[config.mk]
export PLATFORM = sky130hd
export DESIGN_NAME = ffs_rr_arbiter
export DESIGN_NICKNAME = d
export VERILOG_FILES = /design/src/rtl/ffs_rr_arbiter.sv
export SDC_FILE = /design/constraint.sdc
export NUM_CORES = 1
export LEC_CHECK = 0
export ABC_AREA = 1
export CORE_MARGIN = 8
export CORE_UTILIZATION = 60
export CTS_BUF_LIST = sky130_fd_sc_hd__clkbuf_16
export CTS_CLUSTER_DIAMETER = 120
export DETAILED_ROUTE_END_ITERATION = 10
export PLACE_DENSITY = 0.92
export SETUP_SLACK_MARGIN = 0.4
export SYNTH_ARGS = -nofsm -noshare
export SYNTH_HDL_FRONTEND = slang
export SYNTH_SLANG_ARGS = --single-unit
[constraint.sdc]
create_clock -name clk -period 9 [get_ports clk]
set_input_delay 1.35 -clock clk [delete_from_list [all_inputs] [get_ports clk]]
set_output_delay 1.35 -clock clk [all_outputs]
set_load 0.01 [all_outputs]
[src/rtl/ffs_rr_arbiter.sv]
// ffs_rr_arbiter: round-robin arbiter that shares one resource among up to 32 requesters.
//
// Priority selection uses two find_first_set32 instances. One scans the request vector
// masked below the rotating pointer. The other scans the unmasked vector, and it is used
// when the masked vector is empty. The grant is registered. It is held while the owner
// keeps requesting, and an optional hold timeout forces rotation.
//
// Parameters: N (1..32), HOLD_MAX (0 = no timeout), FFS_IMPL ("LOW" | "HIGH").
// Ports:
//   clk          in   rising-edge clock
//   rst          in   asynchronous active-high reset
//   req[N-1:0]   in   level-sensitive requests
//   grant[N-1:0] out  registered one-hot grant
//   grant_valid  out  any grant bit set
//   grant_idx    out  current owner index (holds the last owner while idle)
//   grant_count  out  (only with ARB_GRANT_COUNT_EN) number of grants issued, wraps at 2^32
//
// Optional feature macro: ARB_GRANT_COUNT_EN

// find_first_set32: returns the index of the lowest set bit of vec.
// "LOW" uses a priority scan and "HIGH" uses a binary halving tree. Both give the same
// result. The index is 0 when vec is empty.
module find_first_set32 #(
  parameter string IMPLEMENTATION = "LOW"
) (
  input  logic [31:0] vec,
  output logic [4:0]  idx,
  output logic        found
);
  assign found = |vec;

  generate
    if (IMPLEMENTATION == "HIGH") begin : g_tree
      logic        b4, b3, b2, b1, b0;
      logic [15:0] v16;
      logic [7:0]  v8;
      logic [3:0]  v4;
      logic [1:0]  v2;
      always_comb begin
        b4  = ~|vec[15:0];
        v16 = b4 ? vec[31:16] : vec[15:0];
        b3  = ~|v16[7:0];
        v8  = b3 ? v16[15:8] : v16[7:0];
        b2  = ~|v8[3:0];
        v4  = b2 ? v8[7:4] : v8[3:0];
        b1  = ~|v4[1:0];
        v2  = b1 ? v4[3:2] : v4[1:0];
        b0  = ~v2[0];
        idx = found ? {b4, b3, b2, b1, b0} : 5'd0;
      end
    end else begin : g_scan
      always_comb begin
        idx = 5'd0;
        for (int i = 31; i >= 0; i--) begin
          if (vec[i]) idx = 5'(i);
        end
      end
    end
  endgenerate
endmodule

// State table:
//   IDLE | no grant outstanding; the next request is picked from ptr
//   BUSY | grant held by owner grant_idx; released on drop or hold timeout
module ffs_rr_arbiter #(
  parameter int    N        = 32,
  parameter int    HOLD_MAX = 16,
  parameter string FFS_IMPL = "LOW"
) (
  input  logic         clk,
  input  logic         rst,
  input  logic [N-1:0] req,
  output logic [N-1:0] grant,
  output logic         grant_valid,
`ifdef ARB_GRANT_COUNT_EN
  output logic [31:0]  grant_count,
`endif
  output logic [4:0]   grant_idx
);
  typedef enum logic [0:0] {IDLE, BUSY} state_t;

  state_t       state_q, state_d;
  logic [N-1:0] grant_q, grant_d;
  logic [4:0]   idx_q, idx_d;
  logic [4:0]   ptr_q, ptr_d;
  logic [31:0]  hold_cnt_q, hold_cnt_d;
  logic         new_grant;

  logic [31:0]  req32, masked;
  logic [4:0]   owner_nxt, pick_ptr, m_idx, u_idx, pick_idx;
  logic         m_found, u_found, owner_req, hold_hit;

  always_comb begin
    req32 = '0;
    req32[N-1:0] = req;
  end

  assign owner_nxt = (idx_q == 5'(N - 1)) ? 5'd0 : idx_q + 5'd1;
  // On a handover the new pick starts just past the outgoing owner, in the same edge.
  assign pick_ptr  = (state_q == BUSY) ? owner_nxt : ptr_q;
  assign masked    = req32 & (32'hFFFF_FFFF << pick_ptr);

  find_first_set32 #(.IMPLEMENTATION(FFS_IMPL)) u_ffs_masked (
    .vec(masked), .idx(m_idx), .found(m_found)
  );
  find_first_set32 #(.IMPLEMENTATION(FFS_IMPL)) u_ffs_unmasked (
    .vec(req32), .idx(u_idx), .found(u_found)
  );

  assign pick_idx  = m_found ? m_idx : u_idx;
  assign owner_req = req32[idx_q];
  assign hold_hit  = (HOLD_MAX != 0) && (hold_cnt_q == 32'(HOLD_MAX));

  always_comb begin
    state_d    = state_q;
    grant_d    = grant_q;
    idx_d      = idx_q;
    ptr_d      = ptr_q;
    hold_cnt_d = hold_cnt_q;
    new_grant  = 1'b0;
    case (state_q)
      IDLE: begin
        if (u_found) new_grant = 1'b1;
      end
      BUSY: begin
        if (!owner_req || hold_hit) begin
          ptr_d = owner_nxt;
          if (u_found) begin
            new_grant = 1'b1;
          end else begin
            state_d = IDLE;
            grant_d = '0;
          end
        end else if (hold_cnt_q != 32'hFFFF_FFFF) begin
          hold_cnt_d = hold_cnt_q + 32'd1;
        end
      end
      default: begin
        state_d = IDLE;
        grant_d = '0;
      end
    endcase
    if (new_grant) begin
      state_d    = BUSY;
      grant_d    = N'(32'd1 << pick_idx);
      idx_d      = pick_idx;
      hold_cnt_d = 32'd1;
    end
  end

  always_ff @(posedge clk or posedge rst) begin
    if (rst) begin
      state_q    <= IDLE;
      grant_q    <= '0;
      idx_q      <= '0;
      ptr_q      <= '0;
      hold_cnt_q <= '0;
    end else begin
      state_q    <= state_d;
      grant_q    <= grant_d;
      idx_q      <= idx_d;
      ptr_q      <= ptr_d;
      hold_cnt_q <= hold_cnt_d;
    end
  end

  assign grant       = grant_q;
  assign grant_valid = |grant_q;
  assign grant_idx   = idx_q;

`ifdef ARB_GRANT_COUNT_EN
  logic [31:0] cnt_q, cnt_d;

  always_comb begin
    cnt_d = cnt_q;
    if (new_grant) cnt_d = cnt_q + 32'd1;
  end

  always_ff @(posedge clk or posedge rst) begin
    if (rst) cnt_q <= '0;
    else     cnt_q <= cnt_d;
  end

  assign grant_count = cnt_q;
`endif
endmodule

==> results.txt <==
The global routing usage summed across all routing layers came out at 28.0%. No sink is reached through more buffers than the 2 on the longest clock path. The total wire length after detailed routing came out at 16.2 mm. Clock skew on the completed layout was measured at 9.89 ps. STA classifies the critical path startpoint as an input port. 72 I/O pins were placed.

The power density over the cells came out at 272 mW/mm^2. The number of nets in the layout came out at 875. The floorplan step defined a core boundary enclosing 0.00855 sq mm.

The run finished with clean final reports. Of the synthesized area, sequential elements account for 36.2%. In this run the critical register-to-register path is launched from grant_idx[0]$_DFFE_PP0P_.

In this run, post-CTS repair resized a total of 0 instances. The worst path uses 58.2% of the clock period. The layout has 673 filler cells.

The min-delay analysis places its worst path in the category flip-flop to flip-flop. The insertion delay to the later sink of the worst-skew pair is 330 ps. CTS placed an instance of sky130_fd_sc_hd__clkbuf_16 at the clock tree root. Clock-pin slew was measured on the worst setup and hold paths at 60 ps.

The area overhead of the layout relative to synthesis came out at 20.7%. In this run, synthesis produced a sequential element count of 75. Setup repair after global routing left no endpoint under its margin.

The area used by multi-input combinational logic is 0.00276 sq mm. Summed over all failing endpoints, the final setup total negative slack is 0 ps. The leakage power figure came out at 2.85 nW. The total instance count after detailed placement is 934.

The final cell count without fillers came out at 949. The via count of the first global-routing pass is 5510. The total clock sinks is 75. Detailed routing inserted a total of 5685 vias. The endpoint identified for the worst register-to-register timing path is grant[24]$_DFFE_PP0P_. The most used flip-flop cell after synthesis is sky130_fd_sc_hd__dfrtp_1.

VDD sags by at most 0.185 mV. The count of port buffers added during placement is 71. The flip-flop and latch area came out at 0.00188 sq mm.

The highest cell delay on the worst timing path is 790 ps. The largest net degree at the start of global routing came out at 76. Walking the worst path, the cells encountered are clkdlybuf4s50_1 -> inv_1 -> a21oi_1 -> a211oi_1 -> o311ai_0 -> o311ai_0 -> o21ai_1 -> inv_1 -> nand2_1 -> inv_1 -> nand4_1 -> nand2_1. Before antenna repair, the detailed router went through 7 iterations. Once the clock tree was built, the setup fixing pass inserted 0 buffers.

The critical path arrival came out at 5460 ps. The worst hold path passes through 2 cells. The critical-path cell with the highest stage delay is sky130_fd_sc_hd__o21ai_1. Row generation in the floorplan step produced 34 rows. Once detail routing completed, the nets flagged for antenna violations numbered 0. The number of distinct standard cells referenced by the synthesized netlist is 42.

After global routing the overflow that remains totals 0. The worst setup path is captured at a flip-flop. The final weighted congestion in routability-driven placement came out at 0.988.

The maximum fanout along the worst path came out at 29. The final hold violation count is 0. The die width is 109 um. The worst hold path terminates at grant[20]$_DFFE_PP0P_. Setup violations remaining at the end of the flow were counted as 0. The gate count of the mapped netlist is 771.

The start-to-end type of the worst setup path is input port to flip-flop. Headroom to the max-slew limit came out at 36.9%. The number of maximum-capacitance constraint violations came out at 0. The setup slack on the worst flop-to-flop path is 3930 ps.

The wire length per cell came out at 17.1 um. After detailed routing, the number of remaining DRC violations is 0. The share of synthesized registers carrying an async set or reset is 100%.

The average via count per standard cell is 5.99. The number of antenna violations at the first check in global routing came out at 0. The HPWL reported at the end of detailed placement came out at 12.0 mm. The Yosys step of the flow raised 0 warnings. The overall die area is 0.0119 sq mm. The cell taking the most area after synthesis is sky130_fd_sc_hd__dfrtp_1. Ranked by total cell area, the synthesized netlist is headed by sky130_fd_sc_hd__dfrtp_1 36%, sky130_fd_sc_hd__nand2_1 12%, sky130_fd_sc_hd__inv_1 8.5%. TritonCTS built the clock tree. For the pin with the worst max-slew slack, the measured transition is 947 ps.

The fraction of layout cells with a size suffix above 1 is 4.88%. The global-route wire length before repair is 26.6 mm. The portion of synthesized cell area occupied by the leading cell type is 36.2%. The final count of pins violating max slew was 0.

After layout, the minimum clock period comes to 5240 ps. The synthesized area divided by synthesized cell count is 6.73 sq um. The fmax is 0.191 GHz. The number of antenna diodes in the final layout is 0. The number of clock buffers added by TritonCTS is 9.

The initial cell density of the core is 60.7%. The synthesized design contains 0 enable-type register cells. The net count of the mapped netlist is 809. The H-tree depth came out at 3. The cell area after technology mapping came out at 0.00519 sq mm. The cts-stage hold buffer count came out at 0. The post-layout utilization of the core is 73.2%. The chip height is 109 um. In this run the most critical hold path is launched from grant[20]$_DFFE_PP0P_.

The logic depth of the worst register-to-register path is 42. The power consumption is 1.70 mW. By instance count, the cell type seen most on the critical path is sky130_fd_sc_hd__inv_1.

The required time at the worst-slack endpoint came out at 9220 ps. The count of routing violations after the opening detailed-route iteration came out at 597.
-- registers in the layout, summed over array words and instances (netlist names) --
signal,flops
grant_idx,5
grant,32
ptr_q,5
state_q,1
hold_cnt_q,32
-- layout make-up --
cell class | instances | share of cell area [%]
Clock buffer | 9 | 3.60
Clock inverter | 6 | 1.06
Inverter | 123 | 7.37
Multi-Input combinational cell | 554 | 44.1
Sequential cell | 75 | 30.0
Tap cell | 108 | 2.16
Timing Repair Buffer | 74 | 11.7
-- routing by layer --
metal | vias up | routed length [um] | GRT usage [%]
met1 | 2678 | 6470 | 34.7
met2 | 272 | 8010 | 48.1
met4 | 0 | 380 | 9.97
li1 | 2695 | - | -
met3 | 40 | 1370 | 4.43
met5 | - | 0 | 0
-- layout by cell type (no fill, tap or decap), drive strengths merged, types with 4 or more instances in the layout --
cell	netlist	layout
clkinv	1	5
a21oi	48	48
a31oi	6	6
o211ai	10	10
dfrtp	75	75
nor2	90	90
nor3	41	41
nand4	40	40
nor4	17	17
clkbuf	12	9
ha	4	4
o21ai	55	55
o21bai	17	17
nand2	178	178
clkdlybuf4s50	0	71
a211oi	4	4
inv	122	123
nand3	27	27
-- worst max-delay path, delay by kind of cell --
kind / cells / cell delay (ps)
compound gates: 5 / 1890
buf+inv: 4 / 1490
simple gates: 3 / 710
-- worst max-delay path by stage --
stage | startpoint | to | cells after the start
detailed placement | req[17] | grant[10]$_DFFE_PP0P_ | 12
CTS | req[17] | grant[12]$_DFFE_PP0P_ | 12
floorplan | grant_idx[1]$_DFFE_PP0P_ | grant[21]$_DFFE_PP0P_ | 42
global route | req[20] | grant[12]$_DFFE_PP0P_ | 12
global placement | req[20] | grant[14]$_DFFE_PP0P_ | 12
finish | req[17] | grant[10]$_DFFE_PP0P_ | 12
-- cell usage after synthesis (all sizes together) (2+ instances only) --
master  count
inv       122
nand3      27
nand4      40
buf         7
a31oi       6
ha          4
o311ai      2
xnor2       3
nor2       90
o31ai       2
clkbuf     12
a21oi      48
or2         2
nor3       41
o211ai     10
nand2     178
o21ai      55
o21bai     17
nor4       17
a211oi      4
dfrtp      75
-- cell families (layout without fill, tap and decap cells) --
logic type	after synthesis	in the layout	share of synthesized area, %
AND/OR/NAND/NOR	400	400	34.8
buffers and inverters	142	212	10.6
XOR/XNOR	4	4	0.675
AO/OA/AOI/OAI	146	146	16.8
adder cells (fa/ha/maj)	4	4	0.964
flip-flops	75	75	36.2
-- report_power, final --
group | internal (mW) | leakage [nW] | switching (mW)
Clock | 0.214 | 0.146 | 0.140
Combinational | 0.260 | 1.68 | 0.649
Sequential | 0.376 | 1.02 | 0.0621
Total | 0.850 | 2.85 | 0.851
-- metrics by stage --
stage	worst slack (ps)	hold slack (ps)	cell area, sq um
4_1_cts	3950	505	6260
3_3_place_gp	3790	464	5970
3_5_place_dp	3620	466	5970
2_1_floorplan	5450	449	5190
5_1_grt	3530	527	6260
6_report	3760	503	6260
Power figures use the tool's default switching activity.
